$ cat config.mk
export PLATFORM = sky130hd
export DESIGN_NAME = pipe_stage_skid_flat
export DESIGN_NICKNAME = d
export VERILOG_FILES = /design/src/rtl/pipe_stage_skid_if.sv /design/src/rtl/pipe_stage_skid.sv /design/src/flat_wrapper.sv
export SDC_FILE = /design/constraint.sdc
export NUM_CORES = 1
export LEC_CHECK = 0
export BUFFER_PORTS_ARGS = -buffer_cell sky130_fd_sc_hd__buf_2
export CAP_MARGIN = 20
export CELL_PAD_IN_SITES_DETAIL_PLACEMENT = 1
export CELL_PAD_IN_SITES_GLOBAL_PLACEMENT = 1
export CORE_ASPECT_RATIO = 1.2
export CORE_UTILIZATION = 30
export DETAILED_ROUTE_END_ITERATION = 8
export HOLD_SLACK_MARGIN = 0.1
export PLACE_DENSITY_LB_ADDON = 0.2
export SLEW_MARGIN = 20
export SYNTH_ARGS = -nofsm -noshare
export SYNTH_HDL_FRONTEND = slang
export SYNTH_SLANG_ARGS = --single-unit
$ cat constraint.sdc
create_clock -name clk_i -period 1.9 [get_ports clk_i]
set_input_delay 0 -clock clk_i [delete_from_list [all_inputs] [get_ports clk_i]]
set_output_delay 0 -clock clk_i [all_outputs]
set_load 0.01 [all_outputs]
$ cat src/rtl/pipe_stage_skid_if.sv
// rtl/pipe_stage_skid_if.sv - valid/ready payload bus between pipeline stages
interface pipe_stage_skid_if #(
  parameter int DATA_W = 64
);
  logic              in_valid_i;
  logic              in_ready_o;
  logic [DATA_W-1:0] in_data_i;
  logic              out_valid_o;
  logic              out_ready_i;
  logic [DATA_W-1:0] out_data_o;

  // slave: the stage itself; master: the environment driving it
  modport slave (
    input  in_valid_i, in_data_i, out_ready_i,
    output in_ready_o, out_valid_o, out_data_o
  );

  modport master (
    output in_valid_i, in_data_i, out_ready_i,
    input  in_ready_o, out_valid_o, out_data_o
  );
endinterface

$ cat src/rtl/pipe_stage_skid.sv
// rtl/pipe_stage_skid.sv - pipeline stage with 2-entry skid buffer, stall and flush-to-NOP
// PIPE_STAGE_PERF_EN adds saturating stall/flush counters.
module pipe_stage_skid #(
  parameter int                 DATA_W  = 64,
  parameter logic [DATA_W-1:0]  NOP_VAL = '0,
  parameter int                 CNT_W   = 16
) (
  input  logic                  clk_i,
  input  logic                  rst_i,
  input  logic                  start_i,
  input  logic                  flush_i,
  input  logic                  stall_i,
`ifdef PIPE_STAGE_PERF_EN
  output logic [CNT_W-1:0]      stall_cnt_o,
  output logic [CNT_W-1:0]      flush_cnt_o,
`endif
  pipe_stage_skid_if.slave      bus
);

  logic              m_valid_q, m_valid_d;
  logic              s_valid_q, s_valid_d;
  logic [DATA_W-1:0] m_data_q, m_data_d;
  logic [DATA_W-1:0] s_data_q, s_data_d;
  logic              in_ready;
  logic              out_valid;
  logic              acc;
  logic              rdy;
  logic              dep;

  // in_ready depends only on the skid flag so the upstream path is registered
  assign in_ready        = start_i & ~s_valid_q;
  assign out_valid       = start_i & m_valid_q;
  assign acc             = bus.in_valid_i & in_ready;
  assign rdy             = bus.out_ready_i & ~stall_i;
  assign dep             = out_valid & rdy;

  assign bus.in_ready_o  = in_ready;
  assign bus.out_valid_o = out_valid;
  assign bus.out_data_o  = m_data_q;

  always_comb begin
    m_valid_d = m_valid_q;
    s_valid_d = s_valid_q;
    m_data_d  = m_data_q;
    s_data_d  = s_data_q;
    if (start_i) begin
      if (flush_i) begin
        m_valid_d = 1'b0;
        s_valid_d = 1'b0;
        m_data_d  = NOP_VAL;
      end else if (!m_valid_q) begin
        if (acc) begin
          m_valid_d = 1'b1;
          m_data_d  = bus.in_data_i;
        end
      end else if (dep) begin
        if (s_valid_q) begin
          m_data_d  = s_data_q;
          s_valid_d = 1'b0;
        end else if (acc) begin
          m_data_d  = bus.in_data_i;
        end else begin
          m_valid_d = 1'b0;
          m_data_d  = NOP_VAL;
        end
      end else if (acc) begin
        s_valid_d = 1'b1;
        s_data_d  = bus.in_data_i;
      end
    end
  end

  always_ff @(posedge clk_i) begin
    if (rst_i) begin
      m_valid_q <= 1'b0;
      s_valid_q <= 1'b0;
      m_data_q  <= NOP_VAL;
      s_data_q  <= NOP_VAL;
    end else begin
      m_valid_q <= m_valid_d;
      s_valid_q <= s_valid_d;
      m_data_q  <= m_data_d;
      s_data_q  <= s_data_d;
    end
  end

`ifdef PIPE_STAGE_PERF_EN
  logic [CNT_W-1:0] stall_cnt_q, stall_cnt_d;
  logic [CNT_W-1:0] flush_cnt_q, flush_cnt_d;

  // counters stick at all-ones rather than wrapping
  always_comb begin
    stall_cnt_d = stall_cnt_q;
    flush_cnt_d = flush_cnt_q;
    if (start_i && m_valid_q && !rdy && !(&stall_cnt_q))
      stall_cnt_d = stall_cnt_q + CNT_W'(1);
    if (start_i && flush_i && !(&flush_cnt_q))
      flush_cnt_d = flush_cnt_q + CNT_W'(1);
  end

  always_ff @(posedge clk_i) begin
    if (rst_i) begin
      stall_cnt_q <= '0;
      flush_cnt_q <= '0;
    end else begin
      stall_cnt_q <= stall_cnt_d;
      flush_cnt_q <= flush_cnt_d;
    end
  end

  assign stall_cnt_o = stall_cnt_q;
  assign flush_cnt_o = flush_cnt_q;
`endif

endmodule

$ cat src/flat_wrapper.sv
// flat-port wrapper written by rule: the top's interface ports become plain ports
module pipe_stage_skid_flat 
#(
  parameter int                 DATA_W  = 64,
  parameter logic [DATA_W-1:0]  NOP_VAL = '0,
  parameter int                 CNT_W   = 16
)
  (clk_i, rst_i, start_i, flush_i, stall_i, bus_in_valid_i, bus_in_data_i, bus_out_ready_i, bus_in_ready_o, bus_out_valid_o, bus_out_data_o);
  pipe_stage_skid_if #(.DATA_W(DATA_W)) bus_i ();
  input  logic clk_i;
  input  logic rst_i;
  input  logic start_i;
  input  logic flush_i;
  input  logic stall_i;
  input wire logic [$bits(bus_i.in_valid_i)-1:0] bus_in_valid_i;
  input wire logic [$bits(bus_i.in_data_i)-1:0] bus_in_data_i;
  input wire logic [$bits(bus_i.out_ready_i)-1:0] bus_out_ready_i;
  output wire logic [$bits(bus_i.in_ready_o)-1:0] bus_in_ready_o;
  output wire logic [$bits(bus_i.out_valid_o)-1:0] bus_out_valid_o;
  output wire logic [$bits(bus_i.out_data_o)-1:0] bus_out_data_o;
  assign bus_i.in_valid_i = bus_in_valid_i;
  assign bus_i.in_data_i = bus_in_data_i;
  assign bus_i.out_ready_i = bus_out_ready_i;
  assign bus_in_ready_o = bus_i.in_ready_o;
  assign bus_out_valid_o = bus_i.out_valid_o;
  assign bus_out_data_o = bus_i.out_data_o;
  pipe_stage_skid #(.DATA_W(DATA_W), .NOP_VAL(NOP_VAL), .CNT_W(CNT_W)) u_core (.clk_i(clk_i), .rst_i(rst_i), .start_i(start_i), .flush_i(flush_i), .stall_i(stall_i), .bus(bus_i));
endmodule
After elaboration in Yosys (flattened, before gate mapping)
Cells that the tools add are included.

word-level totals
  memories kept = 0
  logic and storage cells = 35
  latch bits = 0
  input port bits = 71
  output and inout bits = 66
  register bits = 130
  ROM bits = 0
  RAM bits = 0

operators by class
  mux-type cells = 15
  $lt $le $gt $ge = 0
  add/subtract/negate cells = 0
  div/mod/pow operators = 0
  reductions and logical operators = 6
  eq/ne operators = 1
  bitwise gates (word level) = 9
  multiply operators = 0
  shifts and indexed selects = 0

operators by type and width
  cell                                           number
  64-bit 2-to-1 mux                              6
  1-bit 2-to-1 mux                               9
  3-bit AND reduction                            2
  3-bit nonzero test                             2
  1-bit bitwise AND                              5
  5-bit AND reduction                            1
  1-bit inverter                                 4
  3-bit inequality test (second input constant)  1
  2-bit nonzero test                             1

Logic depth before layout (Yosys ltp)
  depth in word-level cells = 8
  depth in mapped cells = 8
  gate-level depth less buffers = 4

Worst setup path before layout
Ideal clock, no wire load.

  kind = register to register
  start = register u_core.m_valid_q
  end = register u_core.m_data_q[19] (netlist: u_core.bus.out_data_o[19])
  setup slack = 0.426 ns
  arrival = 1.385 ns
  cell stages (with the launch flop) = 7
  clock period less this slack = 1.474 ns
  data required time = 1.811 ns
  library setup time = 0.089 ns
  path buffers = 3
  cell sequence = dfxtp_1 -> or2_1 -> o221a_1 -> buf_2 -> buf_6 -> buf_6 -> a311oi_2

between the ends
  longest elaborated chain between the ends = 4
  elaborated cells between the ends (all ways) = 7
  those cells by class = eq/ne (1); mux (2); bitwise (2); reduce/logical (2)

ends and longest elaborated chain
  element                                 line                   text
  start, declared                         pipe_stage_skid.sv:20  logic m_valid_q, m_valid_d;
  start signal, assigned                  pipe_stage_skid.sv:80  m_valid_q <= m_valid_d;
  1-bit bitwise AND                       pipe_stage_skid.sv:32  assign out_valid = start_i & m_valid_q;
  1-bit bitwise AND                       pipe_stage_skid.sv:35  assign dep = out_valid & rdy;
  3-bit inequality test (no source line)  -
  3-bit AND reduction (no source line)    -
  end signal, assigned                    pipe_stage_skid.sv:82  m_data_q <= m_data_d;
  end, declared                           pipe_stage_skid.sv:22  logic [DATA_W-1:0] m_data_q, m_data_d;

Several ways; a longest one is shown, not always the timed one.
A chain may end at the register's enable or synchronous reset.

Worst setup path in the final report
  start = input flush_i
  end = register u_core.m_data_q[3] (netlist: u_core.bus.out_data_o[3])

between the ends
  longest elaborated chain between the ends = 2
  elaborated cells between the ends (all ways) = 4
  those cells by class = eq/ne (1); mux (1); reduce/logical (2)

ends and longest elaborated chain
  element                                                                              line                text
  start, declared                                                                      flat_wrapper.sv:13  input logic flush_i;
  3-bit inequality test (no source line) / 3-bit nonzero test (equally long branches)  -
  3-bit AND reduction (no source line)                                                 -

Several ways; a longest one is shown, not always the timed one.

==> summary.md <==
| Metric | Value |
|---|---|
| Wire length per cell | 16.9 um |
| Sequential Power Share | 40.8% |
| Sequential element share of the synthesized area | 44.5% |
| Area growth from synthesis to final layout | 37.6% |
| Final Hold Vio Count | 0 |
| Number of placement rows | 55 |
| Unrepaired setup endpoints after global routing | false |
| Total core area | 19000 um^2 |
| Area of the die | 20100 um^2 |
| Total clock buffers created by CTS | 17 |
| Distinct cells, synth | 30 |
| Critical Path RT | 2.22 ns |
| Switch share | 25.4% |
| Root Buffer | clkbuf_16 |
| Final HPWL DP | 11400 um |
| Clock network fraction of total power | 45.0% |
| DP Cell Count | 1016 |
| Worst path buffer plus inverter count | 3 |
| Reported max-cap violation count | 0 |
| Type of the setup path with the least slack | input pin to flip-flop |
| Detail-routed via count per cell | 5.14 |
| Max rail drop VDD | 0.000609 V |
| Combinational share of power | 14.3% |
| Gate Count Post-Synth | 677 |
| Slowest cell on crit path | dlygate4sd3_1 |
| Worst setup EP type | flip-flop |
| Initial antenna violation count | 1 |
| H-tree Lvls | 4 |
| Count of filler cells inserted in the layout | 2296 |
| Area of the multi-input gates | 2920 um^2 |
| Cells traversed along the worst timing path | dlygate4sd3_1 -> buf_2 -> nand2b_4 -> o221a_4 -> buf_4 -> nor2_1 -> a311oi_1 |
| Design Area, Final | 8050 um^2 |
| Die Height | 155 um |
| Total clock sinks | 130 |
| Sw Pwr | 1820 uW |
| Count of nets left with antenna violations after detail routing | 0 |
| Resized cells post-CTS | 0 |
| Routability Congestion | 0.761 |
| Stage delay of the slowest cell on the critical path | 0.55 ns |
| R2r startpoint | u_core.m_valid_q$_SDFFE_PP0P_ |
| Register clock-pin slew on the reported worst setup and hold paths | 0.06 ns |
| Minimum clock period | 1.73 ns |
| Ratio of cells with drive above 1 in the final layout | 27.7% |
| Clock tree from TritonCTS | done |
| Power density over the cells | 889 nW/um^2 |
| Total of flip-flops plus latches after synthesis | 130 |
| Slew Limit Headroom | 57.7% |
| Register area | 2600 um^2 |
| Post-detailed-route DRC marker count | 0 |
| Detailed Route Iter0 Violations | 256 |
| Warnings, synthesis | 0 |
| Delay-heaviest family, CP | buffers and inverters |
| Slew Viols, Final | 0 |
| Initial cell density of the core | 30.8% |
| Crit path launch | flush_i |
| Post-detailed-placement cell area | 6790 um^2 |
| Critical path launch point type | input pin |
| Maximum count of clock buffers along a single path | 2 |
| Horizontal die dimension | 129 um |
| Arrival time worst endpoint | 2.05 ns |
| Leakage component of the power | 0.00291 uW |
| Maximum achievable frequency | 577 MHz |
| Final critical-path share of the clock period | 91.2% |
| Total via count in the routed design | 5731 |
| Hold Crit Class | input pin to flip-flop |
| Pin slew with the least headroom to its limit | 0.635 ns |
| Number of top-level pins | 137 |
| First-pass detailed-route iteration total | 4 |
| Post-synthesis instance area | 5850 um^2 |
| Cell-internal power | 5340 uW |
| Worst-path fanout max | 36 |
| Non-filler cells, final | 1115 |
| Status | completed |
| Worst-skew pair later-pin latency | 0.42 ns |
| Number of failing setup endpoints in the final timing report | 0 |
| Total Neg Setup Slack | 0 ns |
| Hold Path Origin | bus_out_ready_i |
| Worst hold margin | 0.120 ns |
| Final WL | 18900 um |
| Worst-case clock skew | 0.00947 ns |
| Vias in the first global route | 6042 |
| Global-route congestion overflow total | 0 |
| Port-buffer cells | 136 |
| Fin nets | 919 |
| Post-Synthesis Mean Instance Area | 8.64 um^2 |
| First-pass GRT wire length | 31200 um |
| Mapped Nets | 748 |
| Global router's overall resource usage | 19.9% |
| Maximum number of pins on one net before global-route repair | 59 |
## cells by family after synthesis
group	after synthesis	share of synthesized area (%)
buffers and inverters	72	6.01
and+or+nand+nor	274	18.7
DFF	130	44.5
AOI/OAI and AO/OA	201	30.8
## final timing paths
kind	to	slack [ns]	cells past startpoint
max reg2reg	u_core.bus.out_data_o[3]$_SDFFE_PP0P_	0.25	6
max	u_core.bus.out_data_o[3]$_SDFFE_PP0P_	0.17	7
min reg2reg	u_core.s_data_q[39]$_SDFFE_PP0P_	0.45	2
min	u_core.m_valid_q$_SDFFE_PP0P_	0.12	5
## power by group through the flow
stage          Clock [uW]  Sequential [uW]  Combinational, uW
6_report             3220             2920               1020
5_1_grt              3420             2930               1120
4_1_cts              3290             2920               1030
3_5_place_dp            0             2980                918
3_3_place_gp            0             2970                894
2_1_floorplan           0             3020                499
## layout by cell type (no fill, tap or decap), types with 2 or more instances in the layout
master,n
nand2b_1,3
nor2_1,65
dlygate4sd3_1,69
nand3_1,3
buf_12,9
a311oi_2,47
nand2_1,189
nor2_4,2
dfxtp_1,129
a211oi_1,4
a32oi_1,61
nor2b_1,2
a21oi_1,68
buf_2,135
nor3_1,3
clkbuf_16,17
clkbuf_1,2
buf_4,11
a311oi_1,14
bufinv_16,2
clkbuf_8,4
clkinv_2,4
## tightest hold or removal path: cells and delay by family
kind,cells,cell delay [ns]
AND/OR/NAND/NOR,2,0.20
buffers and inverters,1,0.10
AO/OA/AOI/OAI,2,0.20
## cell usage after synthesis
cell / instances / area share [%]
nand2_1: 189 / 12
dfxtp_1: 130 / 45
a21oi_1: 68 / 5.8
nor2_1: 66 / 4.2
a32oi_1: 61 / 9.1
a311oi_2: 47 / 12
clkbuf_1: 36 / 2.3
buf_2: 23 / 2.0
a311oi_1: 14 / 2.1
buf_6: 7 / 1.3
buf_1: 6 / 0.39
a211oi_1: 4 / 0.51
nand2b_1: 3 / 0.32
nand3_1: 3 / 0.26
nor2b_1: 3 / 0.32
nor3_1: 3 / 0.26
a211o_1: 1 / 0.15
a211oi_4: 1 / 0.34
a21o_1: 1 / 0.13
a31oi_1: 1 / 0.11
and2_1: 1 / 0.11
and2b_1: 1 / 0.13
nand2b_4: 1 / 0.24
nand3b_4: 1 / 0.34
nor2_2: 1 / 0.11
nor3b_1: 1 / 0.13
o21ai_0: 1 / 0.086
o221a_1: 1 / 0.19
o221ai_1: 1 / 0.15
or2_1: 1 / 0.11
## timing repair
action | in CTS | in global routing
setup endpoints to repair | 0 | 0
hold buffers | 69 | 0
hold endpoints to repair | 130 | 0
setup buffers | 0 | 0
## per-layer routing
metal / up-vias / wire length [um] / GRT usage, %
met4: 0 / 314 / 7.36
li1: 2789 / - / -
met1: 2797 / 7860 / 23.0
met2: 126 / 9900 / 35.5
met3: 19 / 767 / 4.37
met5: - / 0 / 0
## registers in the layout (all words and copies together), names as in the netlist
register               flops
u_core.bus.out_data_o     64
u_core.s_data_q           64
u_core.s_valid_q           1
u_core.m_valid_q           1
## stage by stage
step	power [uW]	util (%)	setup WS [ns]
after floorplan	3520	-	0.426
after global placement	3870	35.7	0.328
after detailed placement	3900	35.7	0.252
after CTS	7250	42.4	0.170
after global routing	7480	42.4	0.00714
final	7160	42.4	0.168
## final cells by class
cell class                 count  area share (%)
tap                          256            3.98
timing repair buffer         224            20.2
multi-input combinational    475            36.3
clock buffer                  23            6.06
antenna                        1          0.0311
sequential                   130            32.4
clock inverter                 6           0.995
No activity file was read; power rests on OpenSTA's default activity.
